===== src/rtl/life_engine.sv =====
// life_engine
//   Parametrised Conway Game-of-Life core (B3/S23). Holds a ROWS x COLS grid,
//   evolves it under run-time control (hold / load / free-run / single-step),
//   counts generations and flags stable and extinct grids. A free-run can
//   optionally halt by itself on the first evolution that leaves the grid unchanged.
//
// Ports
//   clk        in   rising-edge clock
//   reset      in   synchronous reset, active-low
//   grid_in    in   load pattern, cell (r,c) = bit r*COLS+c
//   mode       in   00 HOLD, 01 LOAD, 10 RUN, 11 STEP
//   wrap       in   1 = toroidal neighbourhood, 0 = out-of-grid neighbours dead
//   grid_out   out  current generation (registered)
//   gen_count  out  evolutions since load/reset, saturating
//   stable     out  last evolution produced no change
//   extinct    out  grid_out is all zero
//   busy       out  free-running
module life_engine #(
   parameter int ROWS      = 8,
   parameter int COLS      = 8,
   parameter int GEN_W     = 16,
   parameter int AUTO_HALT = 1
) (
   input  logic                 clk,
   input  logic                 reset,
   input  logic [ROWS*COLS-1:0] grid_in,
   input  logic [1:0]           mode,
   input  logic                 wrap,
   output logic [ROWS*COLS-1:0] grid_out,
   output logic [GEN_W-1:0]     gen_count,
   output logic                 stable,
   output logic                 extinct,
   output logic                 busy
);

   localparam int N = ROWS * COLS;

   typedef enum logic [1:0] {
      S_IDLE = 2'd0,
      S_RUN  = 2'd1,
      S_HALT = 2'd2
   } state_t;

   localparam logic [1:0] M_HOLD = 2'b00;
   localparam logic [1:0] M_LOAD = 2'b01;
   localparam logic [1:0] M_RUN  = 2'b10;
   localparam logic [1:0] M_STEP = 2'b11;

   state_t           r_state;
   state_t           w_state_d;
   logic [N-1:0]     r_grid;
   logic [N-1:0]     w_grid_d;
   logic [GEN_W-1:0] r_gen;
   logic [GEN_W-1:0] w_gen_d;
   logic             r_stable;
   logic             w_stable_d;
   logic [1:0]       r_mode_q;

   logic [N-1:0]     w_next;
   logic             w_same;
   logic             w_step;
   logic [GEN_W-1:0] w_gen_inc;

   // Next-generation logic. Neighbour indices are resolved at elaboration:
   // each neighbour reads its wrapped cell, and cells that lie outside the
   // grid are additionally gated by wrap.
   for (genvar r = 0; r < ROWS; r++) begin : g_row
      for (genvar c = 0; c < COLS; c++) begin : g_col
         logic [8:0] w_nb;
         logic [3:0] w_sum;
         for (genvar k = 0; k < 9; k++) begin : g_nb
            localparam int DR  = k / 3 - 1;
            localparam int DC  = k % 3 - 1;
            localparam int RR  = r + DR;
            localparam int CC  = c + DC;
            localparam bit OUT = (RR < 0) || (RR >= ROWS) || (CC < 0) || (CC >= COLS);
            localparam int IDX = ((RR + ROWS) % ROWS) * COLS + ((CC + COLS) % COLS);
            if (k == 4) begin : g_self
               assign w_nb[k] = 1'b0;
            end else if (OUT) begin : g_edge
               assign w_nb[k] = wrap & r_grid[IDX];
            end else begin : g_in
               assign w_nb[k] = r_grid[IDX];
            end
         end
         assign w_sum = 4'($countones(w_nb));
         assign w_next[r*COLS+c] = (w_sum == 4'd3) | (r_grid[r*COLS+c] & (w_sum == 4'd2));
      end
   end

   assign w_same    = (w_next == r_grid);
   assign w_step    = (mode == M_STEP) && (r_mode_q != M_STEP);
   assign w_gen_inc = (&r_gen) ? r_gen : r_gen + GEN_W'(1);

   always_ff @(posedge clk) begin
      if (!reset) begin
         r_state  <= S_IDLE;
         r_grid   <= '0;
         r_gen    <= '0;
         r_stable <= 1'b0;
         r_mode_q <= M_HOLD;
      end else begin
         r_state  <= w_state_d;
         r_grid   <= w_grid_d;
         r_gen    <= w_gen_d;
         r_stable <= w_stable_d;
         r_mode_q <= mode;
      end
   end

   always_comb begin
      w_state_d  = r_state;
      w_grid_d   = r_grid;
      w_gen_d    = r_gen;
      w_stable_d = r_stable;
      unique case (mode)
         M_LOAD: begin
            w_grid_d   = grid_in;
            w_gen_d    = '0;
            w_stable_d = 1'b0;
            w_state_d  = S_IDLE;
         end
         M_HOLD: begin
            w_state_d = S_IDLE;
         end
         M_RUN: begin
            if (r_state == S_HALT) begin
               w_state_d = S_HALT;
            end else if ((AUTO_HALT != 0) && w_same) begin
               // halting edge: grid and counter are left untouched
               w_state_d  = S_HALT;
               w_stable_d = 1'b1;
            end else begin
               w_grid_d   = w_next;
               w_stable_d = w_same;
               w_gen_d    = w_gen_inc;
               w_state_d  = S_RUN;
            end
         end
         M_STEP: begin
            if (w_step) begin
               w_grid_d   = w_next;
               w_stable_d = w_same;
               w_gen_d    = w_gen_inc;
            end
            w_state_d = S_IDLE;
         end
         default: w_state_d = S_IDLE;
      endcase
   end

   assign grid_out  = r_grid;
   assign gen_count = r_gen;
   assign stable    = r_stable;
   assign extinct   = (r_grid == '0);
   assign busy      = (r_state == S_RUN);

endmodule

===== config.mk =====
export PLATFORM = sky130hd
export DESIGN_NAME = life_engine
export DESIGN_NICKNAME = d
export VERILOG_FILES = /design/src/rtl/life_engine.sv
export SDC_FILE = /design/constraint.sdc
export NUM_CORES = 1
export LEC_CHECK = 0
export ABC_AREA = 1
export BUFFER_PORTS_ARGS = -buffer_cell sky130_fd_sc_hd__buf_4
export CORE_MARGIN = 4
export CORE_UTILIZATION = 30
export DETAILED_ROUTE_END_ITERATION = 8
export GPL_TIMING_DRIVEN = 0
export SETUP_SLACK_MARGIN = 0.4
export SYNTH_ARGS = -nofsm -noshare
export SYNTH_HDL_FRONTEND = slang
export SYNTH_SLANG_ARGS = --single-unit

===== constraint.sdc =====
create_clock -name clk -period 8.3 [get_ports clk]
set_input_delay 2.49 -clock clk [delete_from_list [all_inputs] [get_ports clk]]
set_output_delay 2.49 -clock clk [all_outputs]
set_load 0.02 [all_outputs]

==> results_dict.tcl <==
set metrics [dict create \
    ff2ff_path_depth 20 \
    synth-seq-cells 85 \
    setup_ws_ps 616.4 \
    vias 17280 \
    clkTransAtPathRegs_ps 70 \
    die_y_um 268.3 \
    synth_cell_types 35 \
    slew_violations 0 \
    p_leak_nw 12.39 \
    min_period_over_period_pct 92.57 \
    hold_class "reg2reg" \
    yosysSeqAreaShare_pct 8.373 \
    synthCells 2665 \
    cts_setup_buffers 0 \
    hpwlAfterDp_mm 54.50 \
    clock_skew_ps 18.65 \
    hold-path-cell-count 2 \
    die-area_mm2 0.07197 \
    synth_warnings 0 \
    dp.cells 3689 \
    timing.fmax_mhz 130.1 \
    synthToLayoutAreaGrowth_pct 12.40 \
    worstPathMaxFanout 10 \
    worst-setup-path-type "in2reg" \
    pwr-share-seq_pct 19.8 \
    synth_top_family_by_area "adder cells" \
    viasPerCell 4.660 \
    start_util_pct 30.26 \
    antenna_found_initial 2 \
    grt_pass1_wl_mm 99.64 \
    synth_fa_ha_area_share_pct 52.59 \
    p_clk_share_pct 12.7 \
    vdd_ir_drop_max_v 0.00009330 \
    synth-xor-area-share_pct 0.5172 \
    nets 3569 \
    cts-root-buf "clkbuf_16" \
    critPathRequiredTime_ps 8530 \
    final_common_cell "nand2_1" \
    clkLatencyLatePin_ps 380 \
    tightest_slew_ps 1186 \
    fin_area_mm2 0.02284 \
    status "completed" \
    cts_tree "built" \
    routedWlPerCell_um 17.65 \
    rows 95 \
    cts_buffers 9 \
    critPathLaunchType "primary input" \
    pre_cts_ws_ps -213.2 \
    drt-pass1-iter-count 5 \
    switchingPower_mw 1.789 \
    setup_tns_ps 0 \
    powerDensity_mw_per_mm2 146.8 \
    cts.sinks 85 \
    rsz0062_at_grt "false" \
    netlist_area_mm2 0.02032 \
    grt_max_degree 16 \
    p_int_mw 1.563 \
    crit_arrival_ps 7910 \
    multi_input_area_mm2 0.01634 \
    syn-mean-instance-area_um2 7.626 \
    power_mw 3.353 \
    muxShareOfSynthArea_pct 0 \
    hold_slack_ps 488.2 \
    drt_wl_total_mm 65.45 \
    hold_viol 0 \
    grt_overflow 0 \
    setup-violations-final 0 \
    drtIter0Drc 1355 \
    final_cell_mix "nand2_1, inv_1, ha_1, fa_1, nor2_1" \
    htree_num_levels 3 \
    cts.path.max_buffers 2 \
    ios 152 \
    netSwitchingFraction_pct 53.37 \
    fin_cells 3707 \
    min_period_ps 7684 \
    grt_use_total_pct 18.27 \
    placed_area_mm2 0.02255 \
    synth_nets 3407 \
    grt_pass1_vias 16700 \
    slew_headroom_pct 20.96 \
    p_comb_share_pct 67.5 \
    routabilityCongestion 0.8782 \
    synth_compound_area_share_pct 4.445 \
    n_fill_cell 7099 \
    worstSetupEndpointType "flip-flop" \
    register_area_mm2 0.001702 \
    coreArea_mm2 0.06716 \
    cts_hold_buf 0 \
    drive_above_1_share_pct 7.451 \
    drcViolationCount 0 \
    final_core_util_pct 34.01 \
    cap_violations 0 \
    port_buffers 151 \
    yosys.area_share.simple_pct 22.86 \
    ant_nets 0 \
    fp.dieW_um 268.3 \
]
[cell usage after synthesis]
cell | count | area [um2]
a211oi_1 | 1 | 7.510
o21bai_1 | 5 | 37.54
nand2_2 | 1 | 6.260
clkbuf_1 | 36 | 135.1
inv_1 | 522 | 1959
fa_1 | 302 | 6046
nand3_4 | 1 | 17.52
xnor2_1 | 4 | 35.03
o21ai_0 | 67 | 335.3
nand4_1 | 13 | 81.33
dfxtp_1 | 85 | 1702
nor3_2 | 2 | 20.02
inv_2 | 23 | 86.33
o31ai_1 | 3 | 22.52
xor2_1 | 8 | 70.07
nor2_1 | 246 | 923.4
nor3b_1 | 4 | 30.03
buf_1 | 6 | 22.52
buf_6 | 6 | 67.56
nand3_1 | 162 | 810.8
nor4b_1 | 1 | 8.760
buf_4 | 1 | 7.510
nor2_2 | 2 | 12.51
o21ai_1 | 9 | 45.04
ha_1 | 371 | 4642
nor3_1 | 2 | 10.01
a21o_1 | 1 | 7.510
nand2_1 | 660 | 2477
or2_2 | 1 | 6.260
nand2_4 | 1 | 11.26
a21oi_1 | 86 | 430.4
nor3b_2 | 1 | 12.51
nor4_1 | 6 | 37.54
nand3b_1 | 24 | 180.2
a21oi_2 | 2 | 17.52
[kinds of logic (layout without fill, tap and decap cells)]
group | after synthesis | in the layout
other | 0 | 2
AND/OR/NAND/NOR | 1127 | 1127
AO/OA/AOI/OAI | 174 | 174
XOR/XNOR | 12 | 12
adder cells (fa/ha/maj) | 673 | 673
buffers and inverters | 594 | 761
flip-flops | 85 | 85
[critical path, stage by stage]
cell	delay [ps]
buf_4	90
clkbuf_2	260
clkbuf_2	350
nand2_1	340
fa_1	610
inv_1	50
fa_1	470
fa_1	390
inv_1	80
fa_1	390
o21bai_1	160
nor2_1	160
nand2_1	100
nand2_1	70
nand2_1	50
nor2_1	130
nand3_1	150
nor2_1	120
nand2_1	130
nor2_2	290
nand3_4	300
clkbuf_1	440
nand3_1	180
a21oi_1	80
[cell type report]
| cell class | instances | share of cell area (%) |
|---|---|---|
| Antenna cell | 2 | 0.02191 |
| Buffer | 49 | 1.035 |
| Clock buffer | 10 | 1.046 |
| Clock inverter | 6 | 0.2027 |
| Inverter | 545 | 8.956 |
| Multi-Input combinational cell | 1986 | 71.54 |
| Sequential cell | 85 | 7.450 |
| Tap cell | 873 | 4.782 |
| Timing Repair Buffer | 151 | 4.963 |
[metal layers]
metal | vias up | routed length (um) | GRT usage, %
li1 | 8368 | - | -
met1 | 8212 | 29500 | 25.67
met2 | 605 | 28350 | 28.00
met3 | 91 | 5623 | 4.093
met4 | 0 | 1977 | 5.766
met5 | - | 0 | 0
[power by group through the flow]
stage	Sequential [mW]	Combinational, mW	Clock [mW]
final	0.664	2.26	0.426
after global routing	0.682	2.64	0.445
after global placement	0.677	2.20	0
after floorplan	0.627	1.59	0
after CTS	0.668	2.27	0.432
after detailed placement	0.677	2.25	0
[repair_timing]
action	in CTS	in global routing
setup endpoints to repair	80	80
gates resized for setup	1	4
pin swaps	0	0
[flip-flops by register name, indices dropped and copies added (netlist names)]
name / count
grid_out: 64
r_state: 2
r_mode_q: 2
stable: 1
gen_count: 16
[final timing paths]
path / startpoint / end / slack, ps
worst min-delay path: stable / stable / 490
worst min register to register: stable / stable / 490
worst max-delay path: wrap / grid_out[0] / 620
worst max register to register: grid_out[7] / grid_out[0] / 2320
Note: power is estimated with default switching activity, not from simulation.
